## config.mk

```make
export PLATFORM = sky130hd
export DESIGN_NAME = tdt_gated_clk_ctrl_flat
export DESIGN_NICKNAME = d
export VERILOG_FILES = /design/src/rtl/tdt_gated_clk_ctrl_if.sv /design/src/rtl/tdt_gated_clk_ctrl.sv /design/src/flat_wrapper.sv
export SDC_FILE = /design/constraint.sdc
export NUM_CORES = 1
export LEC_CHECK = 0
export BUFFER_PORTS_ARGS = -buffer_cell sky130_fd_sc_hd__buf_2
export CAP_MARGIN = 30
export CORE_MARGIN = 2
export CORE_UTILIZATION = 45
export CTS_CLUSTER_SIZE = 28
export DETAILED_ROUTE_END_ITERATION = 12
export PLACE_DENSITY = 0.69
export SLEW_MARGIN = 20
export SYNTH_ARGS = -nofsm -noshare
export SYNTH_HDL_FRONTEND = slang
export SYNTH_SLANG_ARGS = --single-unit
export TNS_END_PERCENT = 5
```

## constraint.sdc

```tcl
create_clock -name forever_cpuclk -period 2 [get_ports forever_cpuclk]
set_input_delay 0.2 -clock forever_cpuclk [delete_from_list [all_inputs] [get_ports forever_cpuclk]]
set_output_delay 0.2 -clock forever_cpuclk [all_outputs]
set_load 0.01 [all_outputs]
```

## src/rtl/tdt_gated_clk_ctrl_if.sv

```systemverilog
// Signal bundle between the clock-enable controller and its surroundings.
// The master side drives the enable terms; the slave (the controller) returns enables and idle status.
interface tdt_gated_clk_ctrl_if #(
  parameter int CH_NUM = 4,
  parameter int CNT_W  = 4
);
  logic              global_en;
  logic [CH_NUM-1:0] module_en;
  logic [CH_NUM-1:0] local_en;
  logic [CH_NUM-1:0] external_en;
  logic              pad_yy_icg_scan_en;
  logic [CNT_W-1:0]  hold_cyc;
  logic [CH_NUM-1:0] ch_clk_en;
  logic [CH_NUM-1:0] ch_idle;
  logic              all_idle;

  modport master (
    output global_en, module_en, local_en, external_en, pad_yy_icg_scan_en, hold_cyc,
    input  ch_clk_en, ch_idle, all_idle
  );

  modport slave (
    input  global_en, module_en, local_en, external_en, pad_yy_icg_scan_en, hold_cyc,
    output ch_clk_en, ch_idle, all_idle
  );
endinterface

```

## src/rtl/tdt_gated_clk_ctrl.sv

```systemverilog
// Multi-channel clock-enable controller: per-channel OFF/ON/HOLD FSM keeps the ICG enable
// asserted for hold_cyc idle cycles after a request drops, so short gaps never toggle the gate.
module tdt_gated_clk_ctrl #(
  parameter int CH_NUM = 4,
  parameter int CNT_W  = 4
) (
  input logic                 forever_cpuclk,
  input logic                 cpurst_b,
  tdt_gated_clk_ctrl_if.slave bus
);

  typedef enum logic [1:0] {
    ST_OFF  = 2'd0,
    ST_ON   = 2'd1,
    ST_HOLD = 2'd2
  } state_t;

  state_t            state_q [CH_NUM];
  state_t            state_d [CH_NUM];
  logic [CNT_W-1:0]  cnt_q   [CH_NUM];
  logic [CNT_W-1:0]  cnt_d   [CH_NUM];
  logic [CH_NUM-1:0] req;
  logic [CH_NUM-1:0] busy;

  // external_en is a force-on and deliberately bypasses global_en
  assign req = ({CH_NUM{bus.global_en}} & (bus.module_en | bus.local_en)) | bus.external_en;

  always_ff @(posedge forever_cpuclk or negedge cpurst_b) begin
    if (!cpurst_b) begin
      for (int i = 0; i < CH_NUM; i++) begin
        state_q[i] <= ST_OFF;
        cnt_q[i]   <= '0;
      end
    end else begin
      for (int i = 0; i < CH_NUM; i++) begin
        state_q[i] <= state_d[i];
        cnt_q[i]   <= cnt_d[i];
      end
    end
  end

  // hold_cyc is sampled only on ON->HOLD; the counter then only counts down and parks at 0
  always_comb begin
    for (int i = 0; i < CH_NUM; i++) begin
      state_d[i] = state_q[i];
      cnt_d[i]   = cnt_q[i];
      case (state_q[i])
        ST_OFF: begin
          if (req[i]) state_d[i] = ST_ON;
        end
        ST_ON: begin
          if (!req[i]) begin
            if (bus.hold_cyc == '0) begin
              state_d[i] = ST_OFF;
            end else begin
              state_d[i] = ST_HOLD;
              cnt_d[i]   = bus.hold_cyc - CNT_W'(1);
            end
          end
        end
        ST_HOLD: begin
          if (req[i])               state_d[i] = ST_ON;
          else if (cnt_q[i] == '0)  state_d[i] = ST_OFF;
          else                      cnt_d[i]   = cnt_q[i] - CNT_W'(1);
        end
        default: state_d[i] = ST_OFF;
      endcase
    end
  end

  always_comb begin
    busy = '0;
    for (int i = 0; i < CH_NUM; i++) begin
      busy[i] = (state_q[i] != ST_OFF);
    end
  end

  // scan OR is the only combinational path into the gate enables
  assign bus.ch_clk_en = busy | {CH_NUM{bus.pad_yy_icg_scan_en}};
  assign bus.ch_idle   = ~busy;
  assign bus.all_idle  = &bus.ch_idle;

endmodule
```

## src/flat_wrapper.sv

```systemverilog
// flat-port wrapper written by rule: the top's interface ports become plain ports
module tdt_gated_clk_ctrl_flat 
#(
  parameter int CH_NUM = 4,
  parameter int CNT_W  = 4
)
  (forever_cpuclk, cpurst_b, bus_global_en, bus_module_en, bus_local_en, bus_external_en, bus_pad_yy_icg_scan_en, bus_hold_cyc, bus_ch_clk_en, bus_ch_idle, bus_all_idle);
  tdt_gated_clk_ctrl_if #(.CH_NUM(CH_NUM), .CNT_W(CNT_W)) bus_i ();
  input logic forever_cpuclk;
  input logic cpurst_b;
  input wire logic [$bits(bus_i.global_en)-1:0] bus_global_en;
  input wire logic [$bits(bus_i.module_en)-1:0] bus_module_en;
  input wire logic [$bits(bus_i.local_en)-1:0] bus_local_en;
  input wire logic [$bits(bus_i.external_en)-1:0] bus_external_en;
  input wire logic [$bits(bus_i.pad_yy_icg_scan_en)-1:0] bus_pad_yy_icg_scan_en;
  input wire logic [$bits(bus_i.hold_cyc)-1:0] bus_hold_cyc;
  output wire logic [$bits(bus_i.ch_clk_en)-1:0] bus_ch_clk_en;
  output wire logic [$bits(bus_i.ch_idle)-1:0] bus_ch_idle;
  output wire logic [$bits(bus_i.all_idle)-1:0] bus_all_idle;
  assign bus_i.global_en = bus_global_en;
  assign bus_i.module_en = bus_module_en;
  assign bus_i.local_en = bus_local_en;
  assign bus_i.external_en = bus_external_en;
  assign bus_i.pad_yy_icg_scan_en = bus_pad_yy_icg_scan_en;
  assign bus_i.hold_cyc = bus_hold_cyc;
  assign bus_ch_clk_en = bus_i.ch_clk_en;
  assign bus_ch_idle = bus_i.ch_idle;
  assign bus_all_idle = bus_i.all_idle;
  tdt_gated_clk_ctrl #(.CH_NUM(CH_NUM), .CNT_W(CNT_W)) u_core (.forever_cpuclk(forever_cpuclk), .cpurst_b(cpurst_b), .bus(bus_i));
endmodule
```

# Word level (Yosys, flattened, before mapping)

Index checks and enable logic that the tools add are counted.

Logic and storage cells: 114
Input bits: 20
Output and inout bits: 9
Bits in registers: 24

Bitwise gates (word level): 5
Reduce and logical (&&, ||, !) cells: 26
Eq/ne operators: 32
Mux-type cells: 38
$add $sub $neg: 5

Operators by type and width:

| operator                                                           | number |
|---|---|
| 4-bit 2-to-1 mux                                                   | 13 |
| 2-bit 2-to-1 mux                                                   | 17 |
| 2-bit != test, second input constant                               | 16 |
| 4-bit one-hot mux with 2 select lines                              | 4 |
| 2-bit one-hot mux with 3 select lines                              | 4 |
| 4-bit logical NOT                                                  | 5 |
| 5-bit AND reduction                                                | 4 |
| 4-bit by 1-bit subtractor with 4-bit output, second input constant | 5 |
| 2-bit nonzero test                                                 | 8 |
| 3-bit by 1-bit != test with 1-bit output, second input constant    | 4 |
| 4-bit OR                                                           | 3 |
| 3-bit AND reduction                                                | 4 |
| 2-bit by 1-bit == test with 1-bit output, second input constant    | 4 |
| 2-bit == test, second input constant                               | 4 |
| 2-bit logical NOT                                                  | 4 |
| 2-bit by 1-bit != test with 1-bit output, second input constant    | 4 |
| 4-bit bitwise AND                                                  | 1 |
| 4-bit NOT                                                          | 1 |
| 4-bit AND reduction                                                | 1 |

# Depth between registers and ports, before layout

Gate-level depths: netlist of the first run.

Depth in word-level cells: 5
Mapped depth: 7
Mapped depth without buffers: 7

# Least setup slack after synthesis of the first run

No wires, ideal clock.

Path type: register to register
Start: reg u_core.cnt_q[12] in the netlist's numbering
End: reg u_core.state_q[7] in the netlist's numbering
Period minus slack after synthesis: 1703 ps
Data required time: 1880 ps
Path buffers: 0
Arrival: 1583 ps
Cell stages (with the launch flop): 7
Path slack: 297 ps
Cell sequence: dfrtp_1 -> inv_1 -> ha_1 -> or3b_1 -> a2111oi_2 -> o21bai_2 -> o21ai_2

Word-level cells in the longest chain between the ends: 3

RTL lines:

| what                                                      | RTL line                 | RTL |
|---|---|---|
| start: declaration                                        | tdt_gated_clk_ctrl.sv:20 | `logic [CNT_W-1:0] cnt_q [CH_NUM];` |
| start signal: indexed assignment                          | tdt_gated_clk_ctrl.sv:37 | `cnt_q[i] <= cnt_d[i];` |
| 4-bit logical NOT                                         | tdt_gated_clk_ctrl.sv:63 | `else if (cnt_q[i] == '0) state_d[i] = ST_OFF;` |
| 3-bit by 1-bit != test with 1-bit output (no source line) | -                        |  |
| 3-bit AND reduction (no source line)                      | -                        |  |
| end signal: indexed assignment                            | tdt_gated_clk_ctrl.sv:36 | `state_q[i] <= state_d[i];` |
| end: declaration                                          | tdt_gated_clk_ctrl.sv:18 | `state_t state_q [CH_NUM];` |

No other way between the ends.
A chain may end at the register's enable or synchronous reset.

# Worst setup path after layout of the first run

Start: reg u_core.cnt_q[13] in the netlist's numbering
End: reg u_core.cnt_q[12] in the netlist's numbering

Word-level cells in the longest chain between the ends: 3

RTL lines:

| what                                 | RTL line |
|---|---|
| 4-bit logical NOT                    | tdt_gated_clk_ctrl.sv:63 |
| 2-bit != test (no source line)       | - |
| 5-bit AND reduction (no source line) | - |

No other way between the ends.

==> impl_metrics.json, run 1 <==
{
  "end_kind": "flop",
  "root_buffer": "clkbuf_8",
  "min_delay_path_depth": 3,
  "synth_nets": 223,
  "setup_viol": 0,
  "crit_type": "reg -> reg",
  "die_h_um": 66.68,
  "drc": 0,
  "async_flop_share_pct": 100.0,
  "fin_util_pct": 55.22,
  "maxCapViolations": 0,
  "ys_seq_area_share_pct": 33.97,
  "coreArea_sq_um": 3716,
  "grt_pass1_wl_um": 6465,
  "vias": 1511,
  "die_area_sq_um": 4446,
  "htreeDepth": 1,
  "synth_cells": 190,
  "ys.flop_type": "dfrtp_1",
  "r2r_setup_slack_ps": 110,
  "fin_crit_ps": 1888,
  "drive_gt1_share_pct": 22.87,
  "antenna_found_initial": 0,
  "cts_sinks": 24,
  "syn_to_final_growth_pct": 16.07,
  "cpMaxStageDelayCell": "or3b_1",
  "synthDistinctLibCells": 59,
  "grt_pass1_vias": 1410,
  "cts_tree": "yes",
  "status": "finished clean",
  "ys_seq_elements": 24,
  "routed_wl_um": 3857,
  "grt_usage_pct": 18.93,
  "synth_common_cells": "24 x dfrtp_1, 23 x inv_1, 17 x nor2_1",
  "maxSlewViolCount": 0,
  "drt_first_iter_violations": 69,
  "cellPowerDensity_nw_per_um2": 1252,
  "reg2reg_to": "u_core.cnt_q[12]$_DFFE_PN0P_",
  "post-place-cells": 267,
  "post_cts_buffers": 0,
  "timing.final.crit_share_pct": 94.41,
  "yosys_warnings": 0,
  "cts_buffer_depth": 2,
  "max_slew.worst_pin.slew_ps": 567.3,
  "grt_max_degree": 25,
  "r2r_cells": 6,
  "rsz0062_at_grt": "false",
  "drtAntennaViolNets": 0,
  "synth_area_sq_um": 1768,
  "hold_viol_final": 0,
  "hpwl_um": 3052,
  "cts_buffers": 3,
  "die_w_um": 66.68,
  "yosysTopAreaCell": "dfrtp_1",
  "critPathRequiredTime_ps": 2150,
  "final_nets": 258,
  "overflow": 0,
  "dr.pass1.iters": 4,
  "worstPathArrival_ps": 2040,
  "gp_congestion": 0.8589,
  "crit_end": "u_core.cnt_q[12]$_DFFE_PN0P_",
  "fin_tns_setup_ps": 0,
  "diodes": 0,
  "io_pins": 29,
  "clk_pin_slew_ps": 80,
  "startpoint_type": "flop",
  "startpoint": "u_core.cnt_q[13]$_DFFE_PN0P_",
  "max_slew_margin_pct": 62.18,
  "synth_area_leaders": "dfrtp_1 34%, ha_1 9.2%, inv_1 4.9%",
  "synth_top_area_share_pct": 33.97,
  "max_stage_delay_ps": 420,
  "min_path_type": "in -> reg",
  "io_buffers": 28,
  "drt-vias-per-instance": 5.576,
  "synth_edf_count": 0,
  "post_drt_wl_per_cell_um": 14.23,
  "core.rowCount": 22,
  "yosysMostFrequentCell": "dfrtp_1",
  "initial_core_util_pct": 47.58,
  "max_freq_ghz": 0.5296,
  "p_leak_uw": 0.0009815,
  "synth.avg_cell_area_sq_um": 9.305,
  "instances_no_fill": 271,
  "ir_drop_mv": 0.5848,
  "path_max_fanout": 5,
  "finalClockSkew_ps": 1.748,
  "path_cells": "inv_1, ha_1, or3b_1, nor3b_2, a31o_1, a22o_1",
  "clkLatencyLatePin_ps": 260,
  "r2r_start": "u_core.cnt_q[13]$_DFFE_PN0P_"
}
==> registers in the layout, indices dropped and copies added, names as in the netlist <==
register and count:
u_core.state_q 8, u_core.cnt_q 16
==> worst max-delay path, delay by kind of cell (launching register included) <==
family          cells  cell delay [ps]
fa+ha+maj           1              200
simple gates        2              640
flops               1              410
buf+inv             1               90
compound gates      2              450
==> metrics by stage <==
step	power [uW]	area (sq um)	worst slack (ps)	hold slack (ps)
after detailed placement	2282	1986	136.4	234.7
final	2569	2052	111.7	252.2
after global routing	2803	2052	35.10	285.8
after floorplan	1892	1768	297.3	-95.59
after CTS	2566	2037	117.9	247.4
after global placement	2258	1986	159.6	233.5
==> metal layers <==
metal	vias to the layer above	GRT usage, %	wire (um)	part of all wire, %
met1	720	26.01	1900	49
met2	25	31.50	1804	47
met3	2	2.534	130	3.4
met4	0	4.592	22	0.57
met5	-	0	0	0
li1	764	-	-	-
==> logic make-up after synthesis <==
group	after synthesis	share of synthesized area (%)
xor gates and xnor gates	3	1.486
adders and majority gates	13	9.201
and+or+nand+nor	58	18.26
AOI/OAI and AO/OA	59	27.53
buffers and inverters	27	6.015
DFF	24	33.97
muxes	6	3.539
==> repair_timing <==
item	in CTS	in global routing
hold endpoints to repair	24	0
setup endpoints to repair	0	4
resized for setup	0	2
hold buffers	1	0
==> how the worst min path moves through the flow <==
| stage | slack, ps | start | end |
|---|---|---|---|
| global placement | 230 | cpurst_b | u_core.state_q[0]$_DFFE_PN0P_ |
| detailed placement | 230 | cpurst_b | u_core.state_q[0]$_DFFE_PN0P_ |
| finish | 250 | bus_external_en[2] | u_core.state_q[2]$_DFFE_PN0P_ |
| floorplan | -100 | cpurst_b | u_core.cnt_q[0]$_DFFE_PN0P_ |
| global route | 290 | bus_external_en[2] | u_core.state_q[2]$_DFFE_PN0P_ |
| CTS | 250 | bus_external_en[2] | u_core.state_q[2]$_DFFE_PN0P_ |
==> report_power, final <==
part	internal, uW	leakage [uW]	switching (uW)
combinational	672	0.000672	760
clock	134	0.0000216	148
sequential	687	0.000288	169
total	1490	0.000981	1080
==> cell usage in the layout, fill, tap and decap left out, types with 2 or more instances in the layout <==
master and instances:
nor3b_1 2, or3_1 3, o2bb2ai_1 4, mux2i_1 4, xor2_1 2, a22oi_1 2
o21ai_2 2, o211ai_1 5, buf_2 28, o41ai_1 2, buf_4 5, nand3_1 2
o21bai_1 2, inv_1 23, clkbuf_8 3, ha_1 12, nor2b_1 2, dfrtp_1 24
o22ai_1 2, nor3_1 5, a21oi_1 3, o21ai_0 7, nand2_1 11, mux2_2 2
o21a_1 4, o22a_1 2, a2bb2oi_1 2, o21ai_1 2, nand2b_1 7, nor2_1 17
o211a_1 2
==> cell type report <==
type                    instances  area (sq um)
inverters                      23         86.33
clock buffers                   3         41.29
well taps                      48         60.06
flip-flops and latches         24         600.6
multi-input cells             139          1076
repair buffers                 34         187.7
fillers                       356          1664
(Power assumes the default switching activity.)
==> inputs of run 2 (changes only) <==
CTS_BUF_LIST = sky130_fd_sc_hd__clkbuf_16   (was not set)
REMOVE_ABC_BUFFERS = 1   (was not set)
==> impl_metrics.json, run 2 (synthesized netlist as in run 1, its figures left out) <==
{
  "grt_max_degree": 25,
  "final_nets": 259,
  "timing.final.crit_share_pct": 92.86,
  "post_cts_buffers": 0,
  "layout_common_cells": "28 x buf_2, 24 x dfrtp_1, 23 x inv_1, 17 x nor2_1, 13 x ha_1",
  "rsz0062_at_grt": "false",
  "status": "finished clean",
  "worstPathArrival_ps": 2030,
  "multi_input_area_sq_um": 1069,
  "startpoint_type": "flop",
  "hold_viol_final": 0,
  "max_freq_ghz": 0.5385,
  "crit_type": "reg -> reg",
  "maxSlewViolCount": 0,
  "htreeDepth": 1,
  "antenna_found_initial": 0,
  "max_slew_margin_pct": 61.99,
  "ir_drop_mv": 0.6372,
  "die_area_sq_um": 4446,
  "reg_top3": "u_core.cnt_q: 16 flops, u_core.state_q: 8 flops",
  "end_kind": "flop",
  "die_w_um": 66.68,
  "clkLatencyLatePin_ps": 260,
  "io_pins": 29,
  "maxCapViolations": 0,
  "max_slew.worst_pin.slew_ps": 570.2,
  "drt_first_iter_violations": 96,
  "finalClockSkew_ps": 6.168,
  "cts_tree": "yes",
  "hold_path_startpoint": "bus_external_en[2]",
  "vias": 1513,
  "routed_wl_um": 4022,
  "grt_usage_pct": 19.62,
  "grt_pass1_wl_um": 6741,
  "min_path_type": "in -> reg",
  "cts_buffer_depth": 2,
  "r2r_start": "u_core.state_q[0]$_DFFE_PN0P_",
  "grt_pass1_vias": 1452,
  "final_common_cell": "buf_2",
  "hpwl_um": 3143,
  "setup_viol": 0,
  "drive_gt1_share_pct": 23.11,
  "initial_core_util_pct": 47.58,
  "clk_pin_slew_ps": 70,
  "drt-vias-per-instance": 5.542,
  "cellPowerDensity_nw_per_um2": 1322,
  "io_buffers": 28,
  "syn_to_final_growth_pct": 18.19,
  "root_buffer": "clkbuf_16",
  "path_max_fanout": 9,
  "core.rowCount": 22,
  "critPathRequiredTime_ps": 2170,
  "dr.pass1.iters": 4,
  "drc": 0,
  "largest_reg_flops": 16,
  "ff_latch_area_sq_um": 600.6,
  "diodes": 0,
  "gp_congestion": 0.8983,
  "post_drt_wl_per_cell_um": 14.73,
  "fin_tns_setup_ps": 0,
  "overflow": 0,
  "die_h_um": 66.68,
  "drtAntennaViolNets": 0,
  "p_total_uw": 2761,
  "cts_buffers": 3,
  "fin_crit_ps": 1857,
  "coreArea_sq_um": 3716,
  "startpoint": "u_core.state_q[0]$_DFFE_PN0P_",
  "top_register": "u_core.cnt_q",
  "p_leak_uw": 0.001007,
  "cts_sinks": 24,
  "nFillCells": 357
}
## run 2: cell count changes in the layout (fill, tap and decap cells not counted), sizes merged
cell    previous run  this run
buf               33        34
clkinv             0         1
## run 2: critical path, cell delays in order, from the launching register on
cell      delay [ps]
dfrtp_1          370
inv_1             80
ha_1             310
o21ai_0          210
o311ai_1         120
buf_4            170
or2_4            250
a221oi_2         260
## run 2: layout make-up
type                    count  share of cell area, %
repair buffers             35                  9.341
clock inverters             1                 0.1796
well taps                  48                  2.874
clock buffers               3                  3.593
multi-input cells         139                  51.14
flip-flops and latches     24                  28.74
inverters                  23                  4.132
## run 2: stage by stage
step	hold WS, ps	utilization (%)	setup slack (ps)	cell area (sq um)	instances
2_1_floorplan	-95.59	-	294.3	1748	186
3_3_place_gp	229.2	53.64	236.7	1993	268
6_report	234.7	56.23	142.8	2090	273
5_1_grt	265.3	56.23	5.288	2090	273
3_5_place_dp	222.5	53.64	122.2	1993	268
4_1_cts	241.1	56.03	108.8	2082	273
## run 2: what timing repair did
action | 4_1_cts | 5_1_grt
hold buffers | 1 | 0
gates resized for setup | 0 | 1
setup endpoints to repair | 0 | 1
hold endpoints to repair | 24 | 0
## run 2: per-layer routing
layer  global-route usage (%)  vias to the layer above  part of all wire (%)
li1                         -                      774                     -
met1                    26.26                      708                    49
met2                    33.38                       29                    46
met3                    3.547                        2                   4.2
met4                    3.316                        0                  0.52
met5                        0                        -                     0
## run 2: report_power, final
part           leakage, uW  switching [uW]  internal [uW]
Sequential        0.000288             173            688
Clock            0.0000385             176            268
Combinational     0.000681             784            673
Total              0.00101            1130           1630
## run 2: final timing paths
kind | endpoint | slack [ps] | cells after the start
worst min register to register | u_core.state_q[2]$_DFFE_PN0P_ | 520 | 1
worst max-delay path | u_core.cnt_q[3]$_DFFE_PN0P_ | 140 | 7
min in group asynchronous | u_core.cnt_q[3]$_DFFE_PN0P_ | 460 | 2
worst max register to register | u_core.cnt_q[3]$_DFFE_PN0P_ | 140 | 7
max in group asynchronous | u_core.cnt_q[7]$_DFFE_PN0P_ | 1150 | 2
worst min-delay path | u_core.state_q[2]$_DFFE_PN0P_ | 230 | 3
==> inputs of run 3 (changes only) <==
REMOVE_ABC_BUFFERS = not set   (was 1)
==> impl_metrics.json, run 3 (synthesized netlist as in run 1, its figures left out) <==
{
  "min_path_type": "in -> reg",
  "startpoint_type": "flop",
  "max_slew_margin_pct": 62.07,
  "diodes": 0,
  "drt_first_iter_violations": 65,
  "die_area_sq_um": 4446,
  "reg_top3": "u_core.cnt_q: 16 flops, u_core.state_q: 8 flops",
  "clk_pin_slew_ps": 60,
  "dr.pass1.iters": 4,
  "drc": 0,
  "cts_buffers": 3,
  "finalInstanceArea_sq_um": 2086,
  "p_leak_uw": 0.0009969,
  "fin_ws_ps": 103.5,
  "grt_pass1_vias": 1413,
  "pre_cts_ws_ps": 136.4,
  "nFillCells": 350,
  "final_common_cell": "buf_2",
  "hold_viol_final": 0,
  "grt_usage_pct": 19.46,
  "top_register": "u_core.cnt_q",
  "die_h_um": 66.68,
  "overflow": 0,
  "cts_buffer_depth": 2,
  "cts_sinks": 24,
  "grt_util_met2_pct": 32.13,
  "ir_drop_mv": 0.4735,
  "vias": 1525,
  "met1_usage_pct": 26.41,
  "antenna_found_initial": 0,
  "setup_viol": 0,
  "place_area_sq_um": 1986,
  "coreArea_sq_um": 3716,
  "post_cts_buffers": 0,
  "clkLatencyLatePin_ps": 250,
  "end_kind": "flop",
  "fin_crit_ps": 1897,
  "grt_busiest_layer": "met2",
  "cts_tree": "yes",
  "cellPowerDensity_nw_per_um2": 1305,
  "critPathRequiredTime_ps": 2140,
  "maxSlewViolCount": 0,
  "die_w_um": 66.68,
  "worstPathArrival_ps": 2040,
  "path_cells": "inv_1, ha_1, or3b_1, nor3b_2, a31o_1, a22o_1",
  "grt_pass1_wl_um": 6561,
  "max_slew.worst_pin.slew_ps": 569.0,
  "routed_wl_um": 3953,
  "cpLargestDelayFamily": "simple AND/OR/NAND/NOR gates",
  "htreeDepth": 1,
  "fin_tns_setup_ps": 0,
  "crit_type": "reg -> reg",
  "hpwl_um": 3052,
  "grt_max_degree": 25,
  "root_buffer": "clkbuf_16",
  "syn_to_final_growth_pct": 17.98,
  "layout_common_cells": "28 x buf_2, 24 x dfrtp_1, 23 x inv_1, 17 x nor2_1, 12 x ha_1",
  "maxCapViolations": 0,
  "gp_congestion": 0.8589,
  "drive_gt1_share_pct": 22.87,
  "rsz0062_at_grt": "false",
  "timing.final.crit_share_pct": 94.83,
  "max_stage_delay_ps": 410,
  "status": "finished clean",
  "max_freq_ghz": 0.5273,
  "final_nets": 258,
  "core.rowCount": 22,
  "drtAntennaViolNets": 0,
  "largest_reg_flops": 16,
  "drt-vias-per-instance": 5.627,
  "io_buffers": 28,
  "initial_core_util_pct": 47.58,
  "finalClockSkew_ps": 0.9572,
  "cpMaxStageDelayCell": "or3b_1",
  "crit_buf_inv": 1,
  "post_drt_wl_per_cell_um": 14.59,
  "grtUsageMet3_pct": 2.534,
  "path_max_fanout": 5,
  "io_pins": 29
}
-- run 3: final timing paths --
| check | from | endpoint | slack [ps] | cells after the start |
|---|---|---|---|---|
| setup / recovery | u_core.cnt_q[13]$_DFFE_PN0P_ | u_core.cnt_q[12]$_DFFE_PN0P_ | 100 | 6 |
| hold / removal | bus_external_en[2] | u_core.state_q[2]$_DFFE_PN0P_ | 260 | 3 |
| setup reg to reg | u_core.cnt_q[13]$_DFFE_PN0P_ | u_core.cnt_q[12]$_DFFE_PN0P_ | 100 | 6 |
| hold reg to reg | u_core.cnt_q[11]$_DFFE_PN0P_ | u_core.cnt_q[11]$_DFFE_PN0P_ | 520 | 1 |
| max in group asynchronous | cpurst_b | u_core.state_q[1]$_DFFE_PN0P_ | 1150 | 2 |
| min in group asynchronous | cpurst_b | u_core.state_q[0]$_DFFE_PN0P_ | 470 | 2 |
-- run 3: final cells by class --
class | count | area [sq um] | area share, %
clock buffer | 3 | 75.07 | 3.599
multi-input combinational | 139 | 1076 | 51.59
sequential | 24 | 600.6 | 28.79
inverter | 23 | 86.33 | 4.139
timing repair buffer | 34 | 187.7 | 8.998
tap | 48 | 60.06 | 2.879
-- run 3: layer usage --
metal  vias up  share of wire [%]  routed length (um)
met4         0               0.56                  22
li1        767                  -                   -
met3         2                4.6                 182
met1       724                 48                1916
met2        32                 46                1831
met5         -                  0                   0
-- run 3: power by group --
part | switching, uW | internal, uW | leakage (uW) | total (uW)
logic | 766 | 672 | 0.000672 | 1440
registers | 168 | 688 | 0.000288 | 856
clock network | 164 | 264 | 0.0000370 | 428
-- run 3: per-stage QoR --
step                      power (uW)  hold slack (ps)  util [%]  cells
after CTS                       2720            255.3     55.72    271
final                           2722            260.5     56.13    271
after floorplan                 1892           -95.59         -    190
after global placement          2258            233.5     53.43    267
after detailed placement        2282            234.7     53.43    267
after global routing            2953            300.0     56.13    271
-- run 3: what timing repair did --
item,4_1_cts,5_1_grt
gates resized for setup,0,2
endpoints found under the hold margin,24,0
endpoints found under the setup margin,0,3
hold buffers,1,0
-- run 3: tightest hold or removal path: cells and delay by family --
family / cells / cell delay [ps]
buffers and inverters: 1 / 70
AND/OR/NAND/NOR: 1 / 80
AO/OA/AOI/OAI: 1 / 120
